===== config.mk =====
export PLATFORM = sky130hd
export DESIGN_NAME = mem_arbiter
export DESIGN_NICKNAME = d
export VERILOG_FILES = /design/src/rtl/mem_arbiter.sv
export SDC_FILE = /design/constraint.sdc
export NUM_CORES = 1
export LEC_CHECK = 0
export BUFFER_PORTS_ARGS = -buffer_cell sky130_fd_sc_hd__buf_4
export CAP_MARGIN = 10
export CELL_PAD_IN_SITES_DETAIL_PLACEMENT = 0
export CELL_PAD_IN_SITES_GLOBAL_PLACEMENT = 1
export CORE_MARGIN = 2
export CORE_UTILIZATION = 37
export CTS_CLUSTER_DIAMETER = 200
export CTS_CLUSTER_SIZE = 40
export DETAILED_ROUTE_END_ITERATION = 8
export MAX_ROUTING_LAYER = met4
export PLACE_DENSITY_LB_ADDON = 0.1
export REMOVE_ABC_BUFFERS = 1
export SYNTH_ARGS = -nofsm -noshare
export SYNTH_HDL_FRONTEND = slang
export SYNTH_SLANG_ARGS = --single-unit

===== constraint.sdc =====
create_clock -name clk -period 5.27 [get_ports clk]
set_clock_uncertainty 0.1 [all_clocks]
set_input_delay 1.054 -clock clk [delete_from_list [all_inputs] [get_ports clk]]
set_output_delay 1.054 -clock clk [all_outputs]
set_load 0.02 [all_outputs]

===== src/rtl/mem_arbiter.sv =====
// mem_arbiter: two-port round-robin front end for the SDRAM controller
// with top-priority auto-refresh, busy handshake and a WAIT watchdog.
module mem_arbiter #(
  parameter int REFRESH_INTERVAL = 780,
  parameter int WAIT_TIMEOUT     = 15
) (
  input  logic        clk,
  input  logic        resetn,
  input  logic        p0_req,
  input  logic        p0_we,
  input  logic [22:0] p0_addr,
  input  logic [31:0] p0_wdata,
  input  logic [3:0]  p0_mask,
  output logic        p0_ack,
  output logic [31:0] p0_rdata,
  input  logic        p1_req,
  input  logic        p1_we,
  input  logic [22:0] p1_addr,
  input  logic [31:0] p1_wdata,
  input  logic [3:0]  p1_mask,
  output logic        p1_ack,
  output logic [31:0] p1_rdata,
  output logic        mc_read_a,
  output logic        mc_read_b,
  output logic        mc_write,
  output logic        mc_refresh,
  output logic [22:0] mc_addr,
  output logic [31:0] mc_din,
  output logic [3:0]  mc_mask,
  input  logic [31:0] mc_dout_a,
  input  logic [31:0] mc_dout_b,
  input  logic        mc_busy,
  input  logic        mc_initialized,
  output logic        timeout_err,
  output logic        refresh_missed
);

  typedef enum logic [1:0] {
    IDLE,
    ISSUE,
    WAIT,
    DONE
  } state_t;

  localparam int RW = $clog2(REFRESH_INTERVAL);
  localparam int TW = $clog2(WAIT_TIMEOUT + 1);

  state_t        state;
  logic [RW-1:0] rcnt;
  logic [TW-1:0] wcnt;
  logic          pending;
  logic          last;
  logic          job_ref;
  logic          job_port;
  logic          job_rd;
  logic          wrap;
  logic          gnt_ref;
  logic          gnt0;
  logic          gnt1;
  logic          wait_end;

  assign wrap     = rcnt == RW'(REFRESH_INTERVAL - 1);
  assign wait_end = !mc_busy || (wcnt == TW'(WAIT_TIMEOUT));

  // grant decision: refresh first, then single requester, else the port not served last
  always_comb begin
    gnt_ref = 1'b0;
    gnt0    = 1'b0;
    gnt1    = 1'b0;
    if (state == IDLE && mc_initialized && !mc_busy) begin
      unique case (1'b1)
        pending: gnt_ref = 1'b1;
        !pending && p0_req && p1_req: begin
          gnt0 = last;
          gnt1 = !last;
        end
        !pending && p0_req && !p1_req: gnt0 = 1'b1;
        !pending && !p0_req && p1_req: gnt1 = 1'b1;
        default: ;
      endcase
    end
  end

  // refresh interval timer; pending is consumed by a refresh grant
  always_ff @(posedge clk or negedge resetn) begin
    if (!resetn) begin
      rcnt           <= '0;
      pending        <= 1'b0;
      refresh_missed <= 1'b0;
    end else begin
      rcnt <= wrap ? '0 : rcnt + 1'b1;
      if (wrap) begin
        pending <= 1'b1;
        if (pending) refresh_missed <= 1'b1;
      end else if (gnt_ref) begin
        pending <= 1'b0;
      end
    end
  end

  // job sequencer: IDLE -> ISSUE -> WAIT -> DONE, refresh returns from WAIT
  always_ff @(posedge clk or negedge resetn) begin
    if (!resetn) begin
      state       <= IDLE;
      last        <= 1'b0;
      job_ref     <= 1'b0;
      job_port    <= 1'b0;
      job_rd      <= 1'b0;
      wcnt        <= '0;
      mc_read_a   <= 1'b0;
      mc_read_b   <= 1'b0;
      mc_write    <= 1'b0;
      mc_refresh  <= 1'b0;
      mc_addr     <= '0;
      mc_din      <= '0;
      mc_mask     <= '0;
      p0_ack      <= 1'b0;
      p1_ack      <= 1'b0;
      p0_rdata    <= '0;
      p1_rdata    <= '0;
      timeout_err <= 1'b0;
    end else begin
      unique case (state)
        IDLE: begin
          if (gnt_ref || gnt0 || gnt1) begin
            state      <= ISSUE;
            job_ref    <= gnt_ref;
            job_port   <= gnt1;
            job_rd     <= (gnt0 && !p0_we) || (gnt1 && !p1_we);
            mc_refresh <= gnt_ref;
            mc_read_a  <= gnt0 && !p0_we;
            mc_read_b  <= gnt1 && !p1_we;
            mc_write   <= (gnt0 && p0_we) || (gnt1 && p1_we);
            if (!gnt_ref) last <= gnt1;
            if (gnt0) begin
              mc_addr <= p0_addr;
              mc_din  <= p0_wdata;
              mc_mask <= p0_mask;
            end else if (gnt1) begin
              mc_addr <= p1_addr;
              mc_din  <= p1_wdata;
              mc_mask <= p1_mask;
            end else begin
              mc_addr <= '0;
              mc_din  <= '0;
              mc_mask <= '0;
            end
          end
        end
        ISSUE: begin
          mc_read_a  <= 1'b0;
          mc_read_b  <= 1'b0;
          mc_write   <= 1'b0;
          mc_refresh <= 1'b0;
          wcnt       <= '0;
          state      <= WAIT;
        end
        WAIT: begin
          wcnt <= wcnt + 1'b1;
          if (mc_busy && wcnt == TW'(WAIT_TIMEOUT)) timeout_err <= 1'b1;
          if (!mc_busy && job_rd && !job_port) p0_rdata <= mc_dout_a;
          if (!mc_busy && job_rd && job_port) p1_rdata <= mc_dout_b;
          if (wait_end) begin
            if (job_ref) begin
              state <= IDLE;
            end else begin
              state  <= DONE;
              p0_ack <= !job_port;
              p1_ack <= job_port;
            end
          end
        end
        DONE: begin
          p0_ack <= 1'b0;
          p1_ack <= 1'b0;
          state  <= IDLE;
        end
        default: state <= IDLE;
      endcase
    end
  end

endmodule


Yosys cells after proc, flatten, opt, wreduce, memory -nomap -nowiden
Cells that the tools add are included.

Bits in registers: 152. Output and inout bits: 131.

Add/subtract/negate cells: 2. Eq/ne operators: 8. Muxes and demuxes: 34. Bitwise gates (word level): 1. Reduce and logical (&&, ||, !) cells: 42.

Operators by type and width (count): 2-to-1 mux 32 bit (2); 2-to-1 mux 23 bit (2); one-hot mux 1 bit (2 select lines) (8); logical AND 1 bit (15); 2-to-1 mux 1 bit (14); AND reduction 2 bit (7); adder 10 x 1 -> 10 bit, second input constant (1); equality test 10 bit, second input constant (1); 2-to-1 mux 10 bit (1); logical NOT 1 bit (8); 2-to-1 mux 4 bit (2); one-hot mux 2 bit (4 select lines) (1); one-hot mux 4 bit (2 select lines) (1); nonzero test 2 bit (4); 2-to-1 mux 2 bit (3); AND reduction 3 bit (2); logical OR 1 bit (5); adder 4 x 1 -> 4 bit, second input constant (1); equality test 2 bit, second input constant (2); equality test 4 bit, second input constant (1); inequality test 2 bit, second input constant (2); equality test 2 x 1 -> 1 bit, second input constant (1); logical NOT 2 bit (1); inequality test 2 x 1 -> 1 bit, second input constant (1); inverter 1 bit (1).

Longest topological paths before layout
Gate-level depths: netlist (run 1).

Depth after elaboration: 9. Depth in mapped cells: 7.

Least setup slack after synthesis (run 1)
OpenSTA, ideal clock, no wires.

Path type: in2reg. From: input mc_busy. To: register p0_rdata[10]. Setup time: 0.125 ns. Data arrival time: 1.972 ns. Required time: 5.045 ns. Path slack: 3.074 ns. Stages: 4. Path through: nor4bb_1 > clkbuf_2 > buf_4 > mux2_2.

Word-level cells in the longest chain between the ends: 4.

Ends and longest elaborated chain: from (decl) (RTL line 32) `input logic mc_busy,`; logical NOT 1 bit (RTL line 161) `if (!mc_busy && job_rd && !job_port) p0_rdata <= mc_dout_a;`; logical AND 1 bit (2 in series) (RTL line 161); AND reduction 2 bit (no line); to (signal assigned) (RTL line 161); to (decl) (RTL line 15) `output logic [31:0] p0_rdata,`.

No other way between the ends. A chain may end at the register's enable or synchronous reset.

Worst setup path after layout (run 1)
From: input p1_req. To: register mc_din[28].

Word-level cells in the longest chain between the ends: 7. Elaborated cells between the ends (all ways): 13. Classes of those cells: 6 x mux; 7 x reduce/logical.

Ends and longest elaborated chain: from (decl) (RTL line 16) `input logic p1_req,`; logical NOT 1 bit (RTL line 77) `!pending && p0_req && !p1_req: gnt0 = 1'b1;`; logical AND 1 bit (RTL line 77); one-hot mux 1 bit (2 select lines) (RTL line 71) `unique case (1'b1)`; 2-to-1 mux 1 bit (RTL line 70) `if (state == IDLE && mc_initialized && !mc_busy) begin`; logical OR 1 bit (2 in series) (RTL line 125) `if (gnt_ref || gnt0 || gnt1) begin`; AND reduction 2 bit (no line); to (signal assigned) (RTL line 137) `mc_din <= p0_wdata;`; to (signal assigned) (RTL line 141) `mc_din <= p1_wdata;`; to (decl) (RTL line 28) `output logic [31:0] mc_din,`.

Parallel ways exist; a longest one is shown, timed or not.

==> results of run 1 <==
metrics by stage:
stage                     power [mW]  cell area (µm²)  std cells
after floorplan                2.933             6260        508
after global placement         3.910             9016       1059
after detailed placement       3.957             9016       1059
after CTS                      5.268             9653       1091
after global routing           5.518             9653       1091
final                          5.204             9653       1091
layout make-up:
cell class / count / area [µm²] / area share [%]
Timing Repair Buffer: 326 / 2451 / 25.39
Clock inverter: 14 / 197.7 / 2.048
Tap cell: 225 / 281.5 / 2.916
Inverter: 8 / 30.03 / 0.3111
Clock buffer: 18 / 439.2 / 4.550
Multi-Input combinational cell: 348 / 2450 / 25.38
Sequential cell: 152 / 3804 / 39.40
worst reg2reg max path, cell delays in order, from the launching register on:
cell     delay [ns]
dfrtp_1        0.41
inv_1          0.10
ha_1           0.31
and3b_2        0.30
o31ai_4        0.09
buf_4          0.59
nand2_1        0.15
o21ai_1        0.10
where the power goes:
| group | switching [mW] | leakage [nW] | internal, mW |
|---|---|---|---|
| clock | 0.484 | 0.306 | 0.808 |
| combinational | 1.12 | 2.58 | 0.942 |
| sequential | 0.252 | 1.96 | 1.59 |
| total | 1.86 | 4.85 | 3.34 |
layout by cell type (no fill, tap or decap), types with 4 or more instances in the layout:
cell	count
o21ai_1	59
nor2_1	10
clkinv_4	5
bufinv_16	4
nand3_1	14
nand2b_1	4
nand2_1	69
a22oi_1	60
ha_1	7
dfrtp_1	152
xnor2_1	6
mux2_2	62
clkbuf_16	17
o21ai_0	12
inv_1	8
buf_4	325
final timing paths:
path / to / slack (ns) / cells past startpoint
worst max-delay path: mc_din[28] / 2.82 / 5
worst min-delay path: refresh_missed / 0.36 / 1
worst max register to register: mc_din[18] / 3.03 / 7
worst min register to register: refresh_missed / 0.36 / 1
max in group asynchronous: mc_din[7] / 3.47 / 2
min in group asynchronous: p0_rdata[18] / 0.56 / 1
Yosys cell counts, types with 2 or more instances:
library cell	instances	area, µm²
a22oi_1	60	450.4
buf_2	18	90.09
dfrtp_1	152	3804
buf_4	3	22.52
a31oi_1	3	18.77
o21ai_1	59	295.3
xor2_1	2	17.52
mux2_1	2	22.52
nand2b_1	4	25.02
a22o_1	3	26.28
clkbuf_2	2	10.01
a21o_1	3	22.52
and2_4	2	17.52
a21oi_1	3	15.01
xnor2_1	6	52.55
o21ai_0	12	60.06
ha_1	7	87.58
nor2_1	10	37.54
or3_1	3	18.77
nand2_1	69	259.0
clkbuf_1	9	33.78
inv_1	8	30.03
nand3_1	14	70.07
and2_1	3	18.77
buf_6	2	22.52
mux2_2	62	698.2
sequential cells by signal, indices dropped and copies added, names as in the netlist:
signal          count
job_port            1
job_rd              1
job_ref             1
last                1
mc_addr            23
mc_din             32
mc_mask             4
mc_read_a           1
mc_read_b           1
mc_refresh          1
mc_write            1
p0_ack              1
p0_rdata           32
p1_ack              1
p1_rdata           32
pending             1
rcnt               10
refresh_missed      1
state               2
timeout_err         1
wcnt                4
kinds of logic (layout without fill, tap and decap cells):
kind of cell               count (synthesis)  count (layout)
DFF                                      152             152
AOI/OAI and AO/OA                        148             148
and+or+nand+nor                          121             121
muxes                                     64              64
buffers and inverters                     42             366
xor gates and xnor gates                   8               8
adders and majority gates                  7               7
layer usage:
metal	GRT usage (%)	part of all wire, %	vias to the layer above
met2	34.37	50	224
li1	-	-	2559
met3	5.406	8.1	23
met1	24.27	40	2648
met5	-	0	-
met4	6.539	1.6	0
==> impl_metrics.py, run 1 <==
metrics = {
    "cts": {
        "clockBufferDepth": 2,
        "insertion_delay_ns": 0.41,
        "cts-htree-levels": 4,
        "clk_pin_slew_ns": 0.06,
        "post_cts_resized": 0,
        "cts_buffers": 17,
        "cts_root_buf": "clkbuf_16",
        "post_cts_buffers": 0,
        "cts.hold.buffers_added": 0,
        "cts_tree": "done",
        "numClockSinks": 152,
    },
    "global_routing": {
        "track_usage_pct": 20.54,
        "grt_antenna_before_repair": 0,
        "grt_pass1_wl_um": 28530,
        "grt_max_degree": 77,
        "overflow": 0,
        "grt_pass1_vias": 5478,
    },
    "synth": {
        "synth-simple-area-share_pct": 9.230,
        "synth-main-ff-cell": "dfrtp_1",
        "yosys.area_share.adder_pct": 1.360,
        "synth_mux_area_share_pct": 11.19,
        "synthXorXnorAreaFrac_pct": 1.088,
        "synth_cells": 542,
        "avgSynthCellArea_um2": 11.88,
        "yosysSeqAreaShare_pct": 59.08,
        "synth-async-reset-ratio_pct": 100.0,
        "ys_seq_elements": 152,
        "yosys_warnings": 0,
        "ys_types": 47,
        "synth_edf_count": 0,
        "synth_top_family_by_area": "compound AO/OA/AOI/OAI gates",
        "synth_compound_area_share_pct": 14.81,
        "syn_area_um2": 6439,
    },
    "worst_setup_path": {
        "path_buf_inv": 1,
        "cp_max_fo": 60,
        "worst_path_largest_cell_delay_ns": 0.93,
        "critPathLaunch": "p1_req",
        "crit_path_cell_trace": "buf_4 -> nand2b_1 -> and2_2 -> a22oi_1 -> o21ai_1",
        "path_class": "in -> reg",
        "slowest_stage": "and2_2",
        "arrival_ns": 2.68,
        "critPathCaptureType": "register",
        "regToRegStartpoint": "state[0]",
        "crit_family": "simple AND/OR/NAND/NOR gates",
        "cp.required_ns": 5.50,
        "worstSetupStartpointType": "input pin",
    },
    "routing": {
        "vias": 5454,
        "viasPerCell": 4.999,
        "wire_per_inst_um": 16.97,
        "ant_nets": 0,
        "finalWirelength_um": 18520,
        "first_iter_violations": 308,
        "drc": 0,
        "drt-pass1-iter-count": 4,
    },
    "placed_design": {
        "gp_congestion": 0.8178,
        "place_ws_ns": 2.380,
        "portBuffers": 320,
        "dp_hpwl_um": 13530,
    },
    "status": {
        "status": "finished clean",
    },
    "die": {
        "die_w_um": 135.9,
        "start_util_pct": 37.49,
        "top_level_ports": 321,
        "rows": 48,
        "core_um2": 17180,
        "die_h_um": 135.9,
        "dieArea_um2": 18470,
    },
    "finish": {
        "nFillCells": 1510,
        "drive_gt1_share_pct": 49.77,
        "antenna_cells": 0,
        "area_growth_pct": 49.92,
        "nNetsFinal": 1050,
        "fin_util_pct": 56.20,
    },
    "sta": {
        "hold_slack_ns": 0.3593,
        "slew_headroom_pct": 20.12,
        "timing.fmax_ghz": 0.4078,
        "rsz0062_at_grt": "false",
        "hold_violations": 0,
        "finalSetupViolCount": 0,
        "tightest_slew_ns": 1.198,
        "final.period_utilization_pct": 46.53,
        "period_minus_slack_ns": 2.452,
        "maxSlewViolCount": 0,
        "tns_ns": 0,
        "fin_ws_ns": 2.818,
    },
    "power": {
        "ir_worst_vdd_mv": 0.2466,
        "power.density_nw_per_um2": 539.1,
        "p_leak_nw": 4.847,
    },
    "flow_run": {
        "cap_violations": 0,
    },
    "min_path": {
        "min_from": "refresh_missed",
        "holdCritPathClass": "reg -> reg",
    },
}
Note: power is estimated with default switching activity, not from simulation.
==> run 2: changes to the inputs <==
--- a/config.mk
+++ b/config.mk
@@ -10,7 +10,7 @@
 export CELL_PAD_IN_SITES_DETAIL_PLACEMENT = 0
 export CELL_PAD_IN_SITES_GLOBAL_PLACEMENT = 1
 export CORE_MARGIN = 2
-export CORE_UTILIZATION = 37
+export CORE_UTILIZATION = 34
 export CTS_CLUSTER_DIAMETER = 200
 export CTS_CLUSTER_SIZE = 40
 export DETAILED_ROUTE_END_ITERATION = 8
==> constraint.sdc (replaced) <==
create_clock -name clk -period 2.4 [get_ports clk]
set_clock_uncertainty 0.1 [all_clocks]
set_input_delay 0.48 -clock clk [delete_from_list [all_inputs] [get_ports clk]]
set_output_delay 0.48 -clock clk [all_outputs]
set_load 0.02 [all_outputs]
==> impl_metrics.py, run 2 (synthesis gave the netlist of run 1 again) <==
metrics = {
    "worst_setup_path": {
        "crit_family": "flip-flops",
        "cp_max_fo": 32,
        "path_buf_inv": 2,
        "worstSetupStartpointType": "register",
        "crit_path_cell_trace": "inv_1 -> ha_1 -> nor4bb_4 -> buf_12 -> mux2_2",
        "path_class": "reg -> reg",
        "cp.required_ns": 2.59,
        "worst_path_largest_cell_delay_ns": 0.42,
        "slowest_stage": "dfrtp_1",
        "arrival_ns": 2.27,
        "critPathCaptureType": "register",
    },
    "finish": {
        "top_regs": "mc_din: 32 flops, p0_rdata: 32 flops, p1_rdata: 32 flops",
        "instances_no_fill": 1108,
        "nFillCells": 1664,
        "area_growth_pct": 51.13,
        "final_common_cell": "buf_4",
        "final_cell_area_um2": 9731,
        "multi_input_area_um2": 2450,
        "mostFrequentLayoutCells": "buf_4, dfrtp_1, nand2_1",
        "fin_util_pct": 52.19,
        "regArea_um2": 3804,
        "nNetsFinal": 1058,
        "drive_gt1_share_pct": 49.66,
        "antenna_cells": 0,
    },
    "cts": {
        "cts_tree": "done",
        "numClockSinks": 152,
        "cts_root_buf": "clkbuf_16",
        "clockBufferDepth": 2,
        "cts_buffers": 17,
        "post_cts_buffers": 0,
        "insertion_delay_ns": 0.41,
        "clk_pin_slew_ns": 0.06,
        "post_cts_resized": 0,
        "cts-htree-levels": 4,
    },
    "placed_design": {
        "portBuffers": 320,
        "place_ws_ns": 0.3323,
        "placed_area_um2": 9155,
        "dp.cells": 1075,
        "dp_hpwl_um": 13860,
        "gp_congestion": 0.8154,
    },
    "routing": {
        "ant_nets": 0,
        "drc": 0,
        "drt-pass1-iter-count": 4,
        "wire_per_inst_um": 16.66,
        "vias": 5389,
        "first_iter_violations": 217,
        "viasPerCell": 4.864,
        "finalWirelength_um": 18460,
    },
    "global_routing": {
        "grt_pass1_vias": 5704,
        "grt_antenna_before_repair": 0,
        "overflow": 0,
        "track_usage_pct": 19.01,
        "grt_max_degree": 61,
        "grt_pass1_wl_um": 28880,
    },
    "power": {
        "p_sw_mw": 4.060,
        "comb_power_share_pct": 41.0,
        "p_leak_nw": 4.878,
        "power.density_nw_per_um2": 1152,
        "power.internal_mw": 7.147,
        "swShare_pct": 36.23,
        "ir_worst_vdd_mv": 0.4756,
        "pwr-share-seq_pct": 36.1,
        "p_total_mw": 11.21,
        "p_clk_share_pct": 22.8,
    },
    "die": {
        "dieArea_um2": 20050,
        "die_h_um": 141.6,
        "rows": 50,
        "top_level_ports": 321,
        "die_w_um": 141.6,
        "start_util_pct": 34.54,
        "core_um2": 18640,
    },
    "status": {
        "status": "finished clean",
    },
    "sta": {
        "fin_ws_ns": 0.3197,
        "finalSetupViolCount": 0,
        "maxSlewViolCount": 0,
        "tightest_slew_ns": 0.4880,
        "tns_ns": 0,
        "rsz0062_at_grt": "false",
        "hold_slack_ns": 0.1865,
        "hold_violations": 0,
        "slew_headroom_pct": 67.22,
        "timing.fmax_ghz": 0.4807,
        "period_minus_slack_ns": 2.080,
        "final.period_utilization_pct": 86.68,
    },
    "min_path": {
        "holdCritPathClass": "in -> reg",
    },
    "flow_run": {
        "cap_violations": 0,
    },
}
==> run 2: cell count changes in the layout (fill, tap and decap cells not counted), sizes merged <==
cell	previous run	this run
clkinv	7	6
clkbuf	18	21
buf	326	333
dlygate4sd3	0	1
bufinv	4	2
==> run 2: worst paths after layout <==
path                           startpoint             end  slack, ns  cells past startpoint
max                              state[0]    p0_rdata[15]       0.32                      5
min                          mc_dout_a[6]     p0_rdata[6]       0.19                      2
max reg2reg                      state[0]    p0_rdata[15]       0.32                      5
min reg2reg                refresh_missed  refresh_missed       0.37                      1
max in group asynchronous          resetn    p1_rdata[11]       1.12                      3
min in group asynchronous          resetn     p0_rdata[7]       0.44                      2
==> run 2: area by class of cell <==
cell class / instances / area share [%]
flip-flops and latches: 152 / 39.09
repair buffers: 334 / 26.60
multi-input cells: 348 / 25.18
clock buffers: 21 / 4.526
well taps: 234 / 3.009
clock inverters: 11 / 1.286
inverters: 8 / 0.3086
==> run 2: power groups by stage <==
stage	Combinational (mW)	Sequential, mW	Clock [mW]
2_1_floorplan	1.34	5.10	0
3_3_place_gp	4.58	4.07	0
3_5_place_dp	4.67	4.09	0
4_1_cts	4.67	4.06	2.64
5_1_grt	4.95	4.18	2.76
6_report	4.60	4.05	2.56
==> run 2: layer usage <==
layer	track usage, %	up-vias	share of wire, %
met4	6.368	0	1.8
met2	31.63	214	51
met1	21.99	2564	40
met5	-	-	0
li1	-	2589	-
met3	5.839	22	7.8
==> run 2: timing repair <==
| action | in CTS | in global routing |
|---|---|---|
| hold buffers | 1 | 0 |
| hold endpoints to repair | 35 | 0 |
| setup endpoints to repair | 0 | 0 |
